===== config.mk =====
export PLATFORM = sky130hd
export DESIGN_NAME = mem_bus_arbiter
export DESIGN_NICKNAME = d
export VERILOG_FILES = /design/src/rtl/mem_bus_arbiter_pkg.sv /design/src/rtl/mem_bus_arbiter_bus_timeout_cnt.sv /design/src/rtl/mem_bus_arbiter.sv
export SDC_FILE = /design/constraint.sdc
export NUM_CORES = 1
export LEC_CHECK = 0
export ABC_AREA = 1
export CAP_MARGIN = 25
export CORE_MARGIN = 10
export CORE_UTILIZATION = 45
export CTS_BUF_LIST = sky130_fd_sc_hd__clkbuf_8
export CTS_CLUSTER_DIAMETER = 60
export DETAILED_ROUTE_END_ITERATION = 16
export PLACE_DENSITY = 0.9
export SLEW_MARGIN = 20
export SYNTH_ARGS = -nofsm -noshare
export SYNTH_HDL_FRONTEND = slang
export SYNTH_SLANG_ARGS = --single-unit

===== constraint.sdc =====
create_clock -name clk_i -period 1.8 [get_ports clk_i]
set_input_delay 0.18 -clock clk_i [delete_from_list [all_inputs] [get_ports clk_i]]
set_output_delay 0.18 -clock clk_i [all_outputs]
set_load 0.05 [all_outputs]

===== src/rtl/mem_bus_arbiter_pkg.sv =====
// Shared definitions for the unified-memory bus arbiter.
// Holds the FSM state encoding, the grant identifiers and the default bus widths
// used by mem_bus_arbiter and its timeout counter.
package mem_bus_arbiter_pkg;

  // Default bus geometry.
  localparam int unsigned DefAddrW = 32;
  localparam int unsigned DefDataW = 32;
  localparam int unsigned BeW      = 4;

  // Timeout counter width; wide enough for the largest legal timeout of 255.
  localparam int unsigned TmoCntW  = 8;

  // All byte lanes enabled; used for instruction fetches.
  localparam logic [BeW-1:0] BeAll = 4'hF;

  typedef enum logic [1:0] {
    StIdle = 2'd0,
    StBusy = 2'd1,
    StDone = 2'd2
  } arb_state_e;

  typedef enum logic {
    GntIf = 1'b0,
    GntDm = 1'b1
  } arb_gnt_e;

endpackage


===== src/rtl/mem_bus_arbiter_bus_timeout_cnt.sv =====
// Transfer watchdog for the memory bus arbiter.
// Counts cycles while enabled and raises expired_o once the count reaches
// Timeout-1. Clear has priority over enable; the count holds at the limit.
//
// Ports:
//   clk_i      system clock, rising edge
//   rst_ni     asynchronous active-low reset
//   clr_i      synchronous clear of the count
//   en_i       count enable (one increment per cycle)
//   expired_o  count has reached Timeout-1
module bus_timeout_cnt #(
  parameter int unsigned Timeout = 16,
  parameter int unsigned CntW    = 8
) (
  input  logic clk_i,
  input  logic rst_ni,
  input  logic clr_i,
  input  logic en_i,
  output logic expired_o
);

  localparam logic [CntW-1:0] CntLast = CntW'(Timeout - 1);

  logic [CntW-1:0] cnt_q, cnt_d;

  assign expired_o = (cnt_q == CntLast);

  always_comb begin
    cnt_d = cnt_q;
    if (clr_i) begin
      cnt_d = '0;
    end else if (en_i && !expired_o) begin
      // Hold at the limit so the counter never wraps back to a live value.
      cnt_d = cnt_q + 1'b1;
    end
  end

  always_ff @(posedge clk_i or negedge rst_ni) begin
    if (!rst_ni) begin
      cnt_q <= '0;
    end else begin
      cnt_q <= cnt_d;
    end
  end

endmodule


===== src/rtl/mem_bus_arbiter.sv =====
// Arbiter sharing one single-ported unified memory between the instruction
// fetch (IF) requester and the data-access (DM) requester.
// A three-state FSM (IDLE -> BUSY -> DONE) serialises transfers. DM normally
// wins, but after StarveLim consecutive DM grants with IF waiting, IF is forced
// through. A watchdog aborts transfers the memory never answers, returning
// rdata=0 with bus_err_o raised alongside the ack.
//
// Ports:
//   clk_i, rst_ni                      clock, asynchronous active-low reset
//   if_req_i, if_addr_i                fetch request / address (held until ack)
//   if_rdata_o, if_ack_o, if_stall_o   fetched word, completion pulse, stall
//   dm_req_i, dm_we_i, dm_be_i,
//   dm_addr_i, dm_wdata_i              data request (held until ack)
//   dm_rdata_o, dm_ack_o, dm_stall_o   read data, completion pulse, stall
//   bus_err_o                          pulses with the ack of a timed-out transfer
//   ram_req_o, ram_we_o, ram_be_o,
//   ram_addr_o, ram_wdata_o            memory request, held for the transfer
//   ram_rdata_i, ram_ready_i           memory response
module mem_bus_arbiter
  import mem_bus_arbiter_pkg::*;
#(
  parameter int unsigned AddrW     = DefAddrW,
  parameter int unsigned DataW     = DefDataW,
  parameter int unsigned Timeout   = 16,
  parameter int unsigned StarveLim = 4
) (
  input  logic             clk_i,
  input  logic             rst_ni,
  // Instruction fetch port
  input  logic             if_req_i,
  input  logic [AddrW-1:0] if_addr_i,
  output logic [DataW-1:0] if_rdata_o,
  output logic             if_ack_o,
  output logic             if_stall_o,
  // Data access port
  input  logic             dm_req_i,
  input  logic             dm_we_i,
  input  logic [BeW-1:0]   dm_be_i,
  input  logic [AddrW-1:0] dm_addr_i,
  input  logic [DataW-1:0] dm_wdata_i,
  output logic [DataW-1:0] dm_rdata_o,
  output logic             dm_ack_o,
  output logic             dm_stall_o,
  output logic             bus_err_o,
  // Memory port
  output logic             ram_req_o,
  output logic             ram_we_o,
  output logic [BeW-1:0]   ram_be_o,
  output logic [AddrW-1:0] ram_addr_o,
  output logic [DataW-1:0] ram_wdata_o,
  input  logic [DataW-1:0] ram_rdata_i,
  input  logic             ram_ready_i
);

  localparam int unsigned StarveW = $clog2(StarveLim + 1);
  localparam logic [StarveW-1:0] StarveMax = StarveW'(StarveLim);

  arb_state_e state_q, state_d;

  // Latched transfer, captured at the arbitration edge.
  arb_gnt_e         gnt_q, gnt_d;
  logic             we_q, we_d;
  logic [BeW-1:0]   be_q, be_d;
  logic [AddrW-1:0] addr_q, addr_d;
  logic [DataW-1:0] wdata_q, wdata_d;
  logic             err_q, err_d;

  logic [DataW-1:0]   if_rdata_q, if_rdata_d;
  logic [DataW-1:0]   dm_rdata_q, dm_rdata_d;
  logic [StarveW-1:0] starve_q, starve_d;

  logic any_req;
  logic if_forced;
  logic dm_wins;
  logic arb_fire;
  logic tmo_expired;

  assign any_req   = if_req_i | dm_req_i;
  // IF overrides DM only once DM has been granted StarveLim times in a row
  // while IF was waiting.
  assign if_forced = (starve_q == StarveMax) && if_req_i;
  assign dm_wins   = dm_req_i && !if_forced;
  assign arb_fire  = (state_q == StIdle) && any_req;

  bus_timeout_cnt #(
    .Timeout (Timeout),
    .CntW    (TmoCntW)
  ) u_tmo_cnt (
    .clk_i     (clk_i),
    .rst_ni    (rst_ni),
    .clr_i     (state_q != StBusy),
    .en_i      (state_q == StBusy),
    .expired_o (tmo_expired)
  );

  // ---------------------------------------------------------------------------
  // FSM: state register
  // ---------------------------------------------------------------------------
  always_ff @(posedge clk_i or negedge rst_ni) begin
    if (!rst_ni) begin
      state_q <= StIdle;
    end else begin
      state_q <= state_d;
    end
  end

  // ---------------------------------------------------------------------------
  // FSM: next state
  // ---------------------------------------------------------------------------
  always_comb begin
    state_d = state_q;
    unique case (state_q)
      StIdle: begin
        if (any_req) begin
          state_d = StBusy;
        end
      end
      StBusy: begin
        // Live requests are ignored here, so a requester dropping its req
        // early cannot wedge the FSM.
        if (ram_ready_i || tmo_expired) begin
          state_d = StDone;
        end
      end
      StDone:  state_d = StIdle;
      default: state_d = StIdle;
    endcase
  end

  // ---------------------------------------------------------------------------
  // FSM: outputs
  // ---------------------------------------------------------------------------
  always_comb begin
    ram_req_o   = 1'b0;
    ram_we_o    = 1'b0;
    ram_be_o    = '0;
    ram_addr_o  = '0;
    ram_wdata_o = '0;
    if_ack_o    = 1'b0;
    dm_ack_o    = 1'b0;
    bus_err_o   = 1'b0;
    unique case (state_q)
      StBusy: begin
        ram_req_o   = 1'b1;
        ram_we_o    = we_q;
        ram_be_o    = be_q;
        ram_addr_o  = addr_q;
        ram_wdata_o = wdata_q;
      end
      StDone: begin
        if_ack_o  = (gnt_q == GntIf);
        dm_ack_o  = (gnt_q == GntDm);
        bus_err_o = err_q;
      end
      default: begin
      end
    endcase
  end

  assign if_stall_o = if_req_i & ~if_ack_o;
  assign dm_stall_o = dm_req_i & ~dm_ack_o;
  assign if_rdata_o = if_rdata_q;
  assign dm_rdata_o = dm_rdata_q;

  // ---------------------------------------------------------------------------
  // Datapath: latched request, read data, error flag and starvation counter
  // ---------------------------------------------------------------------------
  always_comb begin
    gnt_d      = gnt_q;
    we_d       = we_q;
    be_d       = be_q;
    addr_d     = addr_q;
    wdata_d    = wdata_q;
    err_d      = err_q;
    if_rdata_d = if_rdata_q;
    dm_rdata_d = dm_rdata_q;
    starve_d   = starve_q;

    if (arb_fire) begin
      err_d = 1'b0;
      if (dm_wins) begin
        gnt_d   = GntDm;
        we_d    = dm_we_i;
        be_d    = dm_be_i;
        addr_d  = dm_addr_i;
        wdata_d = dm_wdata_i;
        if (if_req_i && (starve_q != StarveMax)) begin
          starve_d = starve_q + 1'b1;
        end
      end else begin
        gnt_d    = GntIf;
        we_d     = 1'b0;
        be_d     = BeAll;
        addr_d   = if_addr_i;
        wdata_d  = '0;
        starve_d = '0;
      end
    end

    if (state_q == StBusy) begin
      // A response arriving in the timeout cycle still counts as success.
      if (ram_ready_i) begin
        if (gnt_q == GntIf) begin
          if_rdata_d = ram_rdata_i;
        end else begin
          dm_rdata_d = ram_rdata_i;
        end
      end else if (tmo_expired) begin
        err_d = 1'b1;
        if (gnt_q == GntIf) begin
          if_rdata_d = '0;
        end else begin
          dm_rdata_d = '0;
        end
      end
    end
  end

  always_ff @(posedge clk_i or negedge rst_ni) begin
    if (!rst_ni) begin
      gnt_q      <= GntIf;
      we_q       <= 1'b0;
      be_q       <= '0;
      addr_q     <= '0;
      wdata_q    <= '0;
      err_q      <= 1'b0;
      if_rdata_q <= '0;
      dm_rdata_q <= '0;
      starve_q   <= '0;
    end else begin
      gnt_q      <= gnt_d;
      we_q       <= we_d;
      be_q       <= be_d;
      addr_q     <= addr_d;
      wdata_q    <= wdata_d;
      err_q      <= err_d;
      if_rdata_q <= if_rdata_d;
      dm_rdata_q <= dm_rdata_d;
      starve_q   <= starve_d;
    end
  end

endmodule


==> reports/qor.csv <==
stage;metric;value;unit
sta;finalClockSkew;0.0151;ns
placement;io_buffers;276;
logic_synthesis;yosysWarnings;0;
placement;hpwlAfterDp;18.1;mm
logic_synthesis;synth_fp_nets;925;
sta;hold_violations;0;
routing;dr.pass1.iters;5;
cells_and_area;fill_cells;888;
logic_synthesis;synth_cells;784;
logic_synthesis;synth.most_common_cell;nand2_1;
logic_synthesis;post-synth-top-area-cell;dfrtp_1;
routing;detail-route-antenna-nets;0;
clock_network;clk_latency;0.45;ns
critical_path;slowest_delay;0.41;ns
sta;fin_crit_sh;101;%
grt;grt_max_degree;72;
sta;setup_ws;-0.0269;ns
die;row_count;44;
die;die_area;20200;um^2
logic_synthesis;synth_top_area_share;55.3;%
critical_path;end_kind;output pin;
grt;grt_overflow_total;0;
power_and_ir_drop;p_leak;0.00533;uW
power_and_ir_drop;powerDensity;2020;nW/um^2
logic_synthesis;ys_ff_latch;148;
die;start_util;46.1;%
critical_path;critPathRequiredTime;1.62;ns
logic_synthesis;avgSynthCellArea;8.54;um^2
logic_synthesis;synth_ff_type;dfrtp_1;
grt;grt_pass1_vias;6849;
clock_network;cts-root-buf;clkbuf_8;
routing;drtIter0Drc;465;
min_path;hp-start;ram_ready_i;
routing;remaining_drc_errors;0;
logic_synthesis;synth_cell_types;29;
placement;gp_congestion;0.812;
clock_network;cts.path.max_buffers;2;
logic_synthesis;async_flop_share;100;%
routing;avgRoutedWirePerCell;22.0;um
routing;viasPerCell;5.60;
critical_path;crit_arrival;1.65;ns
grt;use_met3;10.8;%
critical_path;reg2reg_from;starve_q[0]$_DFFE_PN0P_;
routing;wirelength;27.6;mm
logic_synthesis;synth.top_cells.by_area;dfrtp_1, nand2_1, nand4_1;
critical_path;critPathKind;reg2out;
cells_and_area;drive_gt1_share;21.7;%
critical_path;reg2reg_depth;8;
clock_network;h-tree-depth;4;
sta;min_period;1.83;ns
routing;routed-via-count;7017;
cells_and_area;syn_to_final_growth;67.0;%
die;pin_count;277;
die;die_h;142;um
critical_path;cp_slowest_cell;dfrtp_1;
sta;timing.slew.headroom;56.0;%
logic_synthesis;syn-cell-area;6700;um^2
sta;tightest_slew;0.659;ns
clock_network;cts_tree;done;
grt;antenna_found_initial;2;
sta;drv_slew;0;
logic_synthesis;synth_edf_count;0;
grt;use_met2;38.1;%
power_and_ir_drop;finalPower;22600;uW
critical_path;crit_path_start_kind;flop;
min_path;hold_path.class;in2reg;
critical_path;cp_max_fo;18;
min_path;hold_depth;3;
grt;grt_pass1_wl;36.8;mm
clock_network;cts.sinks;148;
die;die_w;142;um
sta;finalSetupViolCount;8;
sta;fin_hold_ws;0.0893;ns
grt;grt_usage;23.0;%
sta;fmax;547;MHz
status;status;finished, violations left;
clock_network;clkTransAtPathRegs;0.08;ns
critical_path;worstPathCellList;inv_2 -> nand2_4 -> buf_16 -> nor2_2 -> buf_12;
grt;grt-busiest-layer;met2;
power_and_ir_drop;vdd_drop_max;0.00133;V
logic_synthesis;seq_area_frac_synth;55.3;%
logic_synthesis;synth_commonest_cells;nand2_1, dfrtp_1, nor2_1;
critical_path;critPathLaunch;state_q[1]$_DFFE_PN0P_;
run;cap_violations;0;
die;core;14500;um^2
cells_and_area;finalNetCount;1197;
sta;rsz0062_at_grt;true;
grt;groute.layer.met1.usage;24.2;%
clock_network;numCtsBuffers;17;
status;violations;setup timing;
-- metrics by stage --
| stage | TNS (ns) | std cells | cell area [um^2] | setup WS (ns) | utilization, % |
|---|---|---|---|---|---|
| floorplan | 0 | 784 | 6700 | 0.0652 | - |
| global placement | 0 | 1210 | 10400 | 0.177 | 71.3 |
| detailed placement | 0 | 1210 | 10400 | 0.104 | 71.3 |
| CTS | -4.36 | 1243 | 10700 | -0.0858 | 73.8 |
| global route | -1.39 | 1254 | 11200 | -0.0707 | 76.9 |
| finish | -0.0482 | 1254 | 11200 | -0.0269 | 76.9 |
-- registers in the layout, summed over array words and instances (netlist names) --
signal / cells
wdata_q: 32
starve_q: 3
be_q: 4
gnt_q: 1
u_tmo_cnt.cnt_q: 8
we_q: 1
err_q: 1
if_rdata_o: 32
dm_rdata_o: 32
addr_q: 32
state_q: 2
-- placed cells by master, fill, tap and decap left out, types with 18 or more instances in the layout --
master | synthesis | final
a21oi_1 | 39 | 39
a22oi_1 | 32 | 32
buf_12 | 0 | 81
clkdlybuf4s50_1 | 0 | 135
dfrtp_1 | 148 | 147
dlygate4sd2_1 | 0 | 63
inv_1 | 83 | 82
nand2_1 | 194 | 193
nand4_1 | 65 | 65
nor2_1 | 87 | 18
nor2_2 | 1 | 43
nor2_4 | 1 | 28
o21ai_0 | 37 | 35
-- final timing paths --
kind                                              end  slack (ns)
setup / recovery                       ram_addr_o[21]       -0.03
hold / removal                 state_q[0]$_DFFE_PN0P_        0.09
setup reg to reg               addr_q[10]$_DFFE_PN0P_        0.03
hold reg to reg            dm_rdata_o[17]$_DFFE_PN0P_        0.47
max in group asynchronous  dm_rdata_o[23]$_DFFE_PN0P_        0.91
min in group asynchronous  dm_rdata_o[10]$_DFFE_PN0P_        0.23
-- area by class of cell --
| class | instances | area, um^2 | share of cell area, % |
|---|---|---|---|
| Multi-Input combinational cell | 496 | 2700 | 24.2 |
| Tap cell | 184 | 230 | 2.06 |
| Inverter | 87 | 327 | 2.92 |
| Timing Repair Buffer | 306 | 3810 | 34.1 |
| Clock inverter | 15 | 170 | 1.52 |
| Antenna cell | 1 | 2.50 | 0.0224 |
| Clock buffer | 17 | 234 | 2.09 |
| Sequential cell | 148 | 3700 | 33.1 |
-- per-layer routing --
metal	vias up	part of all wire, %
met2	411	49
met5	-	0.065
li1	3092	-
met4	2	5.5
met3	94	11
met1	3418	35
-- worst max-delay path, delay by kind of cell, from the launching register on --
family        cells  cell delay (ns)
buf+inv           3             0.48
simple gates      2             0.31
flops             1             0.41
-- report_power, final --
group          switching [uW]  internal, uW  total (uW)
combinational            9510          5050       14600
sequential                677          4700        5380
clock                    1410          1260        2670
-- cell families after synthesis --
family | count (synthesis) | synth area share (%)
adders and majority gates | 3 | 0.561
and+or+nand+nor | 370 | 24.1
DFF | 148 | 55.3
buffers and inverters | 141 | 9.14
AOI/OAI and AO/OA | 120 | 10.6
xor gates and xnor gates | 2 | 0.262
-- timing repair --
action | in CTS | in global routing
resized for setup | 72 | 102
setup buffers | 0 | 4
endpoints found under the hold margin | 42 | 0
cloned | 0 | 6
endpoints found under the setup margin | 133 | 73
pin swaps | 0 | 0
hold buffers | 1 | 0
No activity file was read; power rests on OpenSTA's default activity.
